### src/rtl/sd_pkg.sv
// Shared SD data-path definitions: transmitter state encoding and CRC16 constants.
package sd_pkg;

  typedef enum logic [2:0] {
    ST_IDLE,
    ST_START,
    ST_DATA,
    ST_CRC,
    ST_END,
    ST_DONE
  } sd_tx_state_e;

  localparam int               CRC_W      = 16;
  localparam logic [CRC_W-1:0] CRC16_POLY = 16'h1021;  // x^16 + x^12 + x^5 + 1

  // One serial step of CRC16-CCITT: feedback is incoming bit xor current MSB.
  function automatic logic [CRC_W-1:0] crc16_step(input logic [CRC_W-1:0] crc,
                                                  input logic             bitval);
    logic fb;
    fb = bitval ^ crc[CRC_W-1];
    return {crc[CRC_W-2:0], 1'b0} ^ (fb ? CRC16_POLY : {CRC_W{1'b0}});
  endfunction

endpackage

### src/rtl/sd_crc_16.sv
// Bit-serial CRC16-CCITT accumulator; RST is an active-high asynchronous clear.
module sd_crc_16
  import sd_pkg::*;
(
  input  logic             CLK,
  input  logic             RST,
  input  logic             BITVAL,
  input  logic             Enable,
  output logic [CRC_W-1:0] CRC
);

  logic [CRC_W-1:0] crc_q;

  // Fold one bit into the remainder on every enabled cycle.
  always_ff @(posedge CLK or posedge RST) begin
    if (RST)         crc_q <= '0;
    else if (Enable) crc_q <= crc16_step(crc_q, BITVAL);
  end

  assign CRC = crc_q;

endmodule

### src/rtl/sd_data_tx.sv
// SD DAT0 block transmitter: start bit, BLKSIZE bytes MSB first, CRC16, end bit.
// An empty upstream on a fetch cycle stalls the line and gates the card clock.
module sd_data_tx
  import sd_pkg::*;
#(
  parameter int BLKSIZE = 512
) (
  input  logic       CLK,
  input  logic       RST,
  input  logic       start,
  input  logic       abort,
  input  logic [7:0] data_in,
  input  logic       data_valid,
  output logic       data_ready,
  output logic       dat_out,
  output logic       dat_oe,
  output logic       clk_en,
  output logic       busy,
  output logic       done
);

  localparam logic [11:0] LAST_BYTE = 12'(BLKSIZE - 1);

  sd_tx_state_e     state_q, state_d;
  logic [2:0]       bit_q, bit_d;
  logic [11:0]      byte_q, byte_d;
  logic [3:0]       crc_cnt_q, crc_cnt_d;
  logic [7:0]       sr_q, sr_d;
  logic [15:0]      crc_sr_q, crc_sr_d;
  logic             dat_out_q, dat_out_d;
  logic             dat_oe_q, dat_oe_d;
  logic             done_q, done_d;
  logic             busy_q;
  logic             stall_q, stall_d;
  logic             clr_q, clr_d;
  logic [CRC_W-1:0] crc_w, crc_final;
  logic             underrun;

  assign data_ready = (state_q == ST_START) ||
                      (state_q == ST_DATA && bit_q == 3'd0 && byte_q != LAST_BYTE);
  assign underrun   = data_ready && !data_valid;
  assign clk_en     = !stall_q;

  // The CRC sees the bit currently on the line, only on real (unstalled) data cycles.
  sd_crc_16 u_crc (
    .CLK    (CLK),
    .RST    (clr_q),
    .BITVAL (dat_out_q),
    .Enable ((state_q == ST_DATA) && clk_en),
    .CRC    (crc_w)
  );

  // Next state and next registered outputs; stalls freeze everything.
  always_comb begin
    state_d   = state_q;
    bit_d     = bit_q;
    byte_d    = byte_q;
    crc_cnt_d = crc_cnt_q;
    sr_d      = sr_q;
    crc_sr_d  = crc_sr_q;
    dat_out_d = dat_out_q;
    dat_oe_d  = dat_oe_q;
    done_d    = 1'b0;
    stall_d   = 1'b0;
    clr_d     = 1'b0;
    // The accumulator lags by the bit on the line, so fold it in for the handoff.
    crc_final = crc16_step(crc_w, dat_out_q);
    if (abort && state_q != ST_IDLE) begin
      state_d   = ST_IDLE;
      bit_d     = '0;
      byte_d    = '0;
      crc_cnt_d = '0;
      sr_d      = '0;
      crc_sr_d  = '0;
      dat_out_d = 1'b1;
      dat_oe_d  = 1'b0;
      clr_d     = 1'b1;
    end else if (underrun) begin
      stall_d = 1'b1;
    end else begin
      case (state_q)
        ST_IDLE: if (start) begin
          state_d   = ST_START;
          bit_d     = '0;
          byte_d    = '0;
          dat_out_d = 1'b0;
          dat_oe_d  = 1'b1;
          clr_d     = 1'b1;
        end
        ST_START: begin
          state_d   = ST_DATA;
          bit_d     = 3'd7;
          dat_out_d = data_in[7];
          sr_d      = {data_in[6:0], 1'b0};
        end
        ST_DATA: begin
          if (bit_q != 3'd0) begin
            bit_d     = bit_q - 3'd1;
            dat_out_d = sr_q[7];
            sr_d      = {sr_q[6:0], 1'b0};
          end else if (byte_q == LAST_BYTE) begin
            state_d   = ST_CRC;
            crc_cnt_d = 4'd15;
            dat_out_d = crc_final[15];
            crc_sr_d  = {crc_final[14:0], 1'b0};
          end else begin
            byte_d    = byte_q + 12'd1;
            bit_d     = 3'd7;
            dat_out_d = data_in[7];
            sr_d      = {data_in[6:0], 1'b0};
          end
        end
        ST_CRC: begin
          if (crc_cnt_q == 4'd0) begin
            state_d   = ST_END;
            dat_out_d = 1'b1;
          end else begin
            crc_cnt_d = crc_cnt_q - 4'd1;
            dat_out_d = crc_sr_q[15];
            crc_sr_d  = {crc_sr_q[14:0], 1'b0};
          end
        end
        ST_END: begin
          state_d   = ST_DONE;
          dat_out_d = 1'b1;
          dat_oe_d  = 1'b0;
          done_d    = 1'b1;
        end
        ST_DONE: state_d = ST_IDLE;
        default: state_d = ST_IDLE;
      endcase
    end
  end

  // State and output registers; the clear flop comes out of reset asserted.
  always_ff @(posedge CLK or negedge RST) begin
    if (!RST) begin
      state_q   <= ST_IDLE;
      bit_q     <= '0;
      byte_q    <= '0;
      crc_cnt_q <= '0;
      sr_q      <= '0;
      crc_sr_q  <= '0;
      dat_out_q <= 1'b1;
      dat_oe_q  <= 1'b0;
      done_q    <= 1'b0;
      busy_q    <= 1'b0;
      stall_q   <= 1'b0;
      clr_q     <= 1'b1;
    end else begin
      state_q   <= state_d;
      bit_q     <= bit_d;
      byte_q    <= byte_d;
      crc_cnt_q <= crc_cnt_d;
      sr_q      <= sr_d;
      crc_sr_q  <= crc_sr_d;
      dat_out_q <= dat_out_d;
      dat_oe_q  <= dat_oe_d;
      done_q    <= done_d;
      busy_q    <= (state_d != ST_IDLE);
      stall_q   <= stall_d;
      clr_q     <= clr_d;
    end
  end

  assign dat_out = dat_out_q;
  assign dat_oe  = dat_oe_q;
  assign done    = done_q;
  assign busy    = busy_q;

endmodule

### config.mk
export PLATFORM = sky130hd
export DESIGN_NAME = sd_data_tx
export DESIGN_NICKNAME = d
export VERILOG_FILES = /design/src/rtl/sd_pkg.sv /design/src/rtl/sd_crc_16.sv /design/src/rtl/sd_data_tx.sv
export SDC_FILE = /design/constraint.sdc
export NUM_CORES = 1
export LEC_CHECK = 0
export ABC_CLOCK_PERIOD_IN_PS = 4320
export CAP_MARGIN = 25
export CORE_ASPECT_RATIO = 0.7
export CORE_MARGIN = 1
export CORE_UTILIZATION = 50
export DETAILED_ROUTE_END_ITERATION = 16
export PLACE_DENSITY = 0.68
export SLEW_MARGIN = 20
export SYNTH_ARGS = -nofsm -noshare
export SYNTH_HDL_FRONTEND = slang
export SYNTH_SLANG_ARGS = --single-unit
### constraint.sdc
create_clock -name CLK -period 4.32 [get_ports CLK]
set_clock_uncertainty 0.2 [all_clocks]
set_input_delay 0.432 -clock CLK [delete_from_list [all_inputs] [get_ports CLK]]
set_output_delay 0.432 -clock CLK [all_outputs]
set_load 0.05 [all_outputs]
; ---- After elaboration in Yosys (flattened, before gate mapping)
; Cells that the tools add are included.
[totals]
ff_bits = 68
latch_bits = 0
mem_bits_rw = 0
mem_bits_ro = 0
out_inout_bits = 6
wordCells = 114
n_memories = 0
[classes]
addsub = 3
multipliers = 0
div_mod_pow = 0
n_lt_le_gt_ge = 0
n_eq_ne = 13
n_shift = 0
muxes = 57
bitwise_logic = 2
n_reduce_logical = 26
[ops]
columns = op, count
row1 = 2-to-1 mux 16 bit, 5
row2 = 2-to-1 mux 12 bit, 5
row3 = 2-to-1 mux 3 bit, 11
row4 = 2-to-1 mux 8 bit, 4
row5 = case mux 16 bit (2 select lines), 1
row6 = case mux 12 bit (2 select lines), 1
row7 = nonzero test 3 bit, 7
row8 = 2-to-1 mux 4 bit, 5
row9 = 2-to-1 mux 1 bit, 18
row10 = case mux 8 bit (2 select lines), 1
row11 = bitwise XOR 16 bit, 1
row12 = case mux 3 bit (5 select lines), 1
row13 = 2-to-1 mux 13 bit, 1
row14 = adder 12 x 1 -> 12 bit (second input constant), 1
row15 = == test 12 x 9 -> 1 bit (second input constant), 1
row16 = != test 12 x 9 -> 1 bit (second input constant), 1
row17 = != test 3 bit (second input constant), 4
row18 = AND reduction 5 bit, 2
row19 = case mux 3 bit (3 select lines), 1
row20 = AND reduction 3 bit, 3
row21 = case mux 4 bit (2 select lines), 1
row22 = == test 3 x 2 -> 1 bit (second input constant), 2
row23 = zero test 3 bit, 2
row24 = nonzero test 6 bit, 1
row25 = other kinds (16), 21

; ---- Depth between registers and ports, before layout
[logic_depth]
depth_word = 8
mapped_depth = 9
depth_no_buf = 7

; ---- Cells and area by module
; From an unflattened synthesis, not the netlist that was laid out.
[unflattened]
hier_cells = 338
area_unflattened_um2 = 3548.4
[modules_own_cells]
columns = mod, instances, cells_per_inst, area_each_um2, seq_area_each_um2
row1 = sd_data_tx, 1, 299, 2886.5, 1253.7
row2 = sd_crc_16, 1, 39, 661.9, 400.4

; ---- Worst setup path before layout
; OpenSTA, ideal clock, no wires.
[synth_path]
kind = flip-flop to flip-flop
startpoint = reg bit_q[0]
endpoint = reg bit_q[0]
arrival_time_ns = 2.352
path_slack_ns = 1.640
path_stages_with_launch = 8
n_path_buf = 0
synth_period_minus_slack_ns = 2.680
path_cell_list = dfrtp_1 > inv_1 > ha_1 > nor2b_1 > nand3_1 > o21ai_1 > a211o_1 > mux2_1
[synth_via]
elab_chain_cells = 7
[synth_lines]
columns = item, line_no
row1 = "start, declared", sd_data_tx.sv:25  ; logic [2:0] bit_q, bit_d;
row2 = "start signal, assigned", sd_data_tx.sv:152  ; bit_q <= bit_d;
row3 = zero test 3 bit, sd_data_tx.sv:40  ; (state_q == ST_DATA && bit_q == 3'd0 && byte_q != LAST_BYTE);
row4 = logical AND 1 bit (2 in a row), sd_data_tx.sv:40
row5 = logical OR 1 bit, sd_data_tx.sv:39  ; assign data_ready = (state_q == ST_START) ||
row6 = net data_ready, sd_data_tx.sv:14  ; output logic data_ready,
row7 = logical AND 1 bit, sd_data_tx.sv:41  ; assign underrun = data_ready && !data_valid;
row8 = != test 2 x 1 -> 1 bit (no source line), -
row9 = AND reduction 4 bit (no source line), -
; The timed path passes the listed nets, and every way through them passes these cells. The select of a mux whose other input is x is not followed.
; A chain may end at the register's enable or synchronous reset.

; ---- Worst setup path in the final report
[layout_path]
startpoint = reg state_q[2]
endpoint = out data_ready
[layout_via]
elab_chain_cells = 4
[layout_lines]
columns = item, line_no
row1 = "start, declared", sd_data_tx.sv:24  ; sd_tx_state_e state_q, state_d;
row2 = "start signal, assigned", sd_data_tx.sv:151  ; state_q <= state_d;
row3 = == test 3 x 2 -> 1 bit, sd_data_tx.sv:40
row4 = logical AND 1 bit (2 in a row), sd_data_tx.sv:40
row5 = logical OR 1 bit (*), sd_data_tx.sv:39
row6 = "end, declared", sd_data_tx.sv:14
; Every way passes the cells marked *; elsewhere a longest branch is shown, timed or not.

==> flow_summary.yaml <==
status:
  status: "finished clean"
detailed_routing:
  drt_iter0_markers: 206
  ant_nets: 0
  drt-vias-per-instance: 5.97
  routedWlPerCell_um: 16.3
  route.detailed.drc: 0
  firstDrtPassIters: 5
  drt_wl_total_um: 7890
  dr_total_vias: 2891
final_layout:
  area_growth_pct: 12.4
  drive_above_1_share_pct: 7.18
  nets: 402
  diodes: 0
  nFillCells: 608
  instances_no_fill: 484
floorplan:
  fp.dieArea_mm2: 0.00735
  die_x_um: 102
  rows: 25
  die_height_um: 72.0
  start_util_pct: 51.9
  core-area_mm2: 0.00676
  io_pins: 19
sta:
  finalCritPeriodShare_pct: 79.7
  tns_ns: 0
  worstMarginPinSlew_ns: 0.882
  whs_ns: 0.00233
  rsz0062_at_grt: "no"
  slew_violations: 0
  setup-violations-final: 0
  hold_viol: 0
  fmax_ghz: 0.291
  slew_headroom_pct: 40.9
  fin_crit_ns: 3.44
synth:
  synth_cell_types: 58
  yosys.area.top_type: "dfrtp_1"
  synthMostInstantiatedCell: "nand2_1"
  syn-num-nets: 391
  yosys_most_used_dff: "dfrtp_1"
  synth.top_cells.by_count: "nand2_1 (72), dfrtp_1 (64), o31ai_1 (31)"
  ys_ff_latch: 66
  synth_cells: 374
  syn_area_per_cell_um2: 9.37
  yosys_warnings: 0
  synthTopCellsByArea: "dfrtp_1 (46%), nand2_1 (7.7%), o31ai_1 (6.6%)"
  yosysTopAreaCellShare_pct: 45.7
  ys_seq_area_share_pct: 47.2
  synth-edff-count: 0
  synth_area_mm2: 0.00350
  synth_async_sr_flop_share_pct: 100
placement:
  portBuffers: 18
  place_hpwl_um: 5170
  place_inst: 468
  place_congestion: 0.885
global_route:
  antenna_found_initial: 0
  grt_pass1_vias: 2669
  gr-total-overflow: 0
  grt_pass1_wl_um: 13100
  track_usage_pct: 23.5
  grt_max_degree: 51
clocking:
  clk_root_buffer_cell: "clkbuf_8"
  cts-resized-gates: 0
  clk_pin_slew_ns: 0.07
  cts_tree: "done"
  cts.path.max_buffers: 2
  clock_sinks: 66
  htreeDepth: 3
  postCtsHoldBufs: 0
  cts_buffers: 9
  worstSkewPairLatency_ns: 0.33
  postCtsSetupBuffers: 0
power:
  p_leak_nw: 1.72
  switching_power_mw: 1.06
  power_frac_clock_pct: 20.5
  p_per_area_mw_per_mm2: 650
  power_frac_seq_pct: 37.7
  internal_power_mw: 1.50
  swShare_pct: 41.3
  power_frac_comb_pct: 41.8
  ir_drop_mv: 0.276
worst_setup_path:
  worstSetupEndpointType: "output pin"
  arrival_ns: 2.81
  crit_fanout: 18
  path_class: "reg -> out"
  crit_required_ns: 3.69
  start_kind: "flop"
hold_path:
  hp-class: "in -> async"
job:
  cap_violations: 0
-- final timing paths --
check	slack (ns)	startpoint	depth (start not counted)	end
hold reg to reg	0.14	clr_q	1	u_crc.CRC[14]
setup reg to reg	1.66	byte_q[0]	6	byte_q[7]
hold / removal	0.002	RST	2	sr_q[3]
max in group asynchronous	3.36	clr_q	1	u_crc.CRC[0]
min in group CLK	0.28	crc_sr_q[12]	2	crc_sr_q[12]
setup / recovery	0.88	state_q[2]	4	data_ready
-- cell type report --
type                            count  area [µm²]  area share (%)
Inverter                           10        37.5           0.953
Clock inverter                      2        35.0           0.890
Tap cell                           94         118            2.99
Timing Repair Buffer               25         228            5.78
Sequential cell                    66        1650            42.0
Multi-Input combinational cell    273        1700            43.2
Clock buffer                       14         163            4.13
-- routing by layer --
| layer | vias to the layer above | track usage, % | share of wire [%] |
|---|---|---|---|
| li1 | 1392 | - | - |
| met1 | 1382 | 34.4 | 48 |
| met2 | 109 | 33.7 | 44 |
| met3 | 8 | 7.80 | 7.4 |
| met4 | 0 | 5.56 | 0.55 |
| met5 | - | 0 | 0 |
-- state kept, by name, indices dropped and copies added, names as in the netlist, 3 cells and up --
register and cells:
crc_sr_q 15, bit_q 3, byte_q 12, sr_q 7
crc_cnt_q 4, state_q 3, u_crc.CRC 16
-- power by group through the flow --
stage               Combinational [mW]  Clock, mW  Sequential [mW]
detailed placement                1.07          0            0.971
global placement                  1.05          0            0.965
finish                            1.07      0.525            0.965
CTS                               1.07      0.541            0.962
global route                      1.19      0.564            0.989
floorplan                        0.786          0            0.972
-- metrics by stage --
stage / util (%) / total power [mW] / setup WS [ns] / instance area (µm²)
3_3_place_gp: 55.4 / 2.01 / 1.17 / 3740
6_report: 58.3 / 2.56 / 0.878 / 3940
4_1_cts: 58.3 / 2.58 / 0.947 / 3940
5_1_grt: 58.3 / 2.75 / 0.734 / 3940
3_5_place_dp: 55.4 / 2.04 / 1.12 / 3740
2_1_floorplan: - / 1.76 / 1.64 / 3500
-- critical path, cell delays in order (launching register included) --
cell and delay, ns:
dfrtp_1 0.58, nor2_1 0.38, nand3_1 0.18, o21ai_1 0.44
clkdlybuf4s50_1 0.89
-- cell families (layout without fill, tap and decap cells) --
logic type / after synthesis / in the layout / synth area share (%)
adders and majority gates: 4 / 4 / 1.43
muxes: 20 / 20 / 5.79
xor gates and xnor gates: 4 / 4 / 1.00
and+or+nand+nor: 151 / 151 / 21.3
AOI/OAI and AO/OA: 94 / 94 / 18.9
DFF: 66 / 66 / 47.2
buffers and inverters: 35 / 51 / 4.39
-- cells in the final DEF, fill, tap and decap left out, types with 3 or more instances in the layout --
cell and instances:
nand3_1 16, a31oi_1 3, nor2b_1 6, a21oi_1 15, a2bb2oi_1 3, a211oi_1 4
o21ai_1 5, dfrtp_1 64, o31ai_1 31, or4_1 8, clkdlybuf4s50_1 17, or3_1 3
nor3_1 10, nand2b_1 4, mux2i_1 18, o21ai_0 9, ha_1 4, inv_1 10
a22oi_1 3, xnor2_1 3, clkbuf_8 11, buf_4 7, clkbuf_1 3, a21o_1 3
nor2_1 11, nand2_1 72
(Power assumes the default switching activity.)
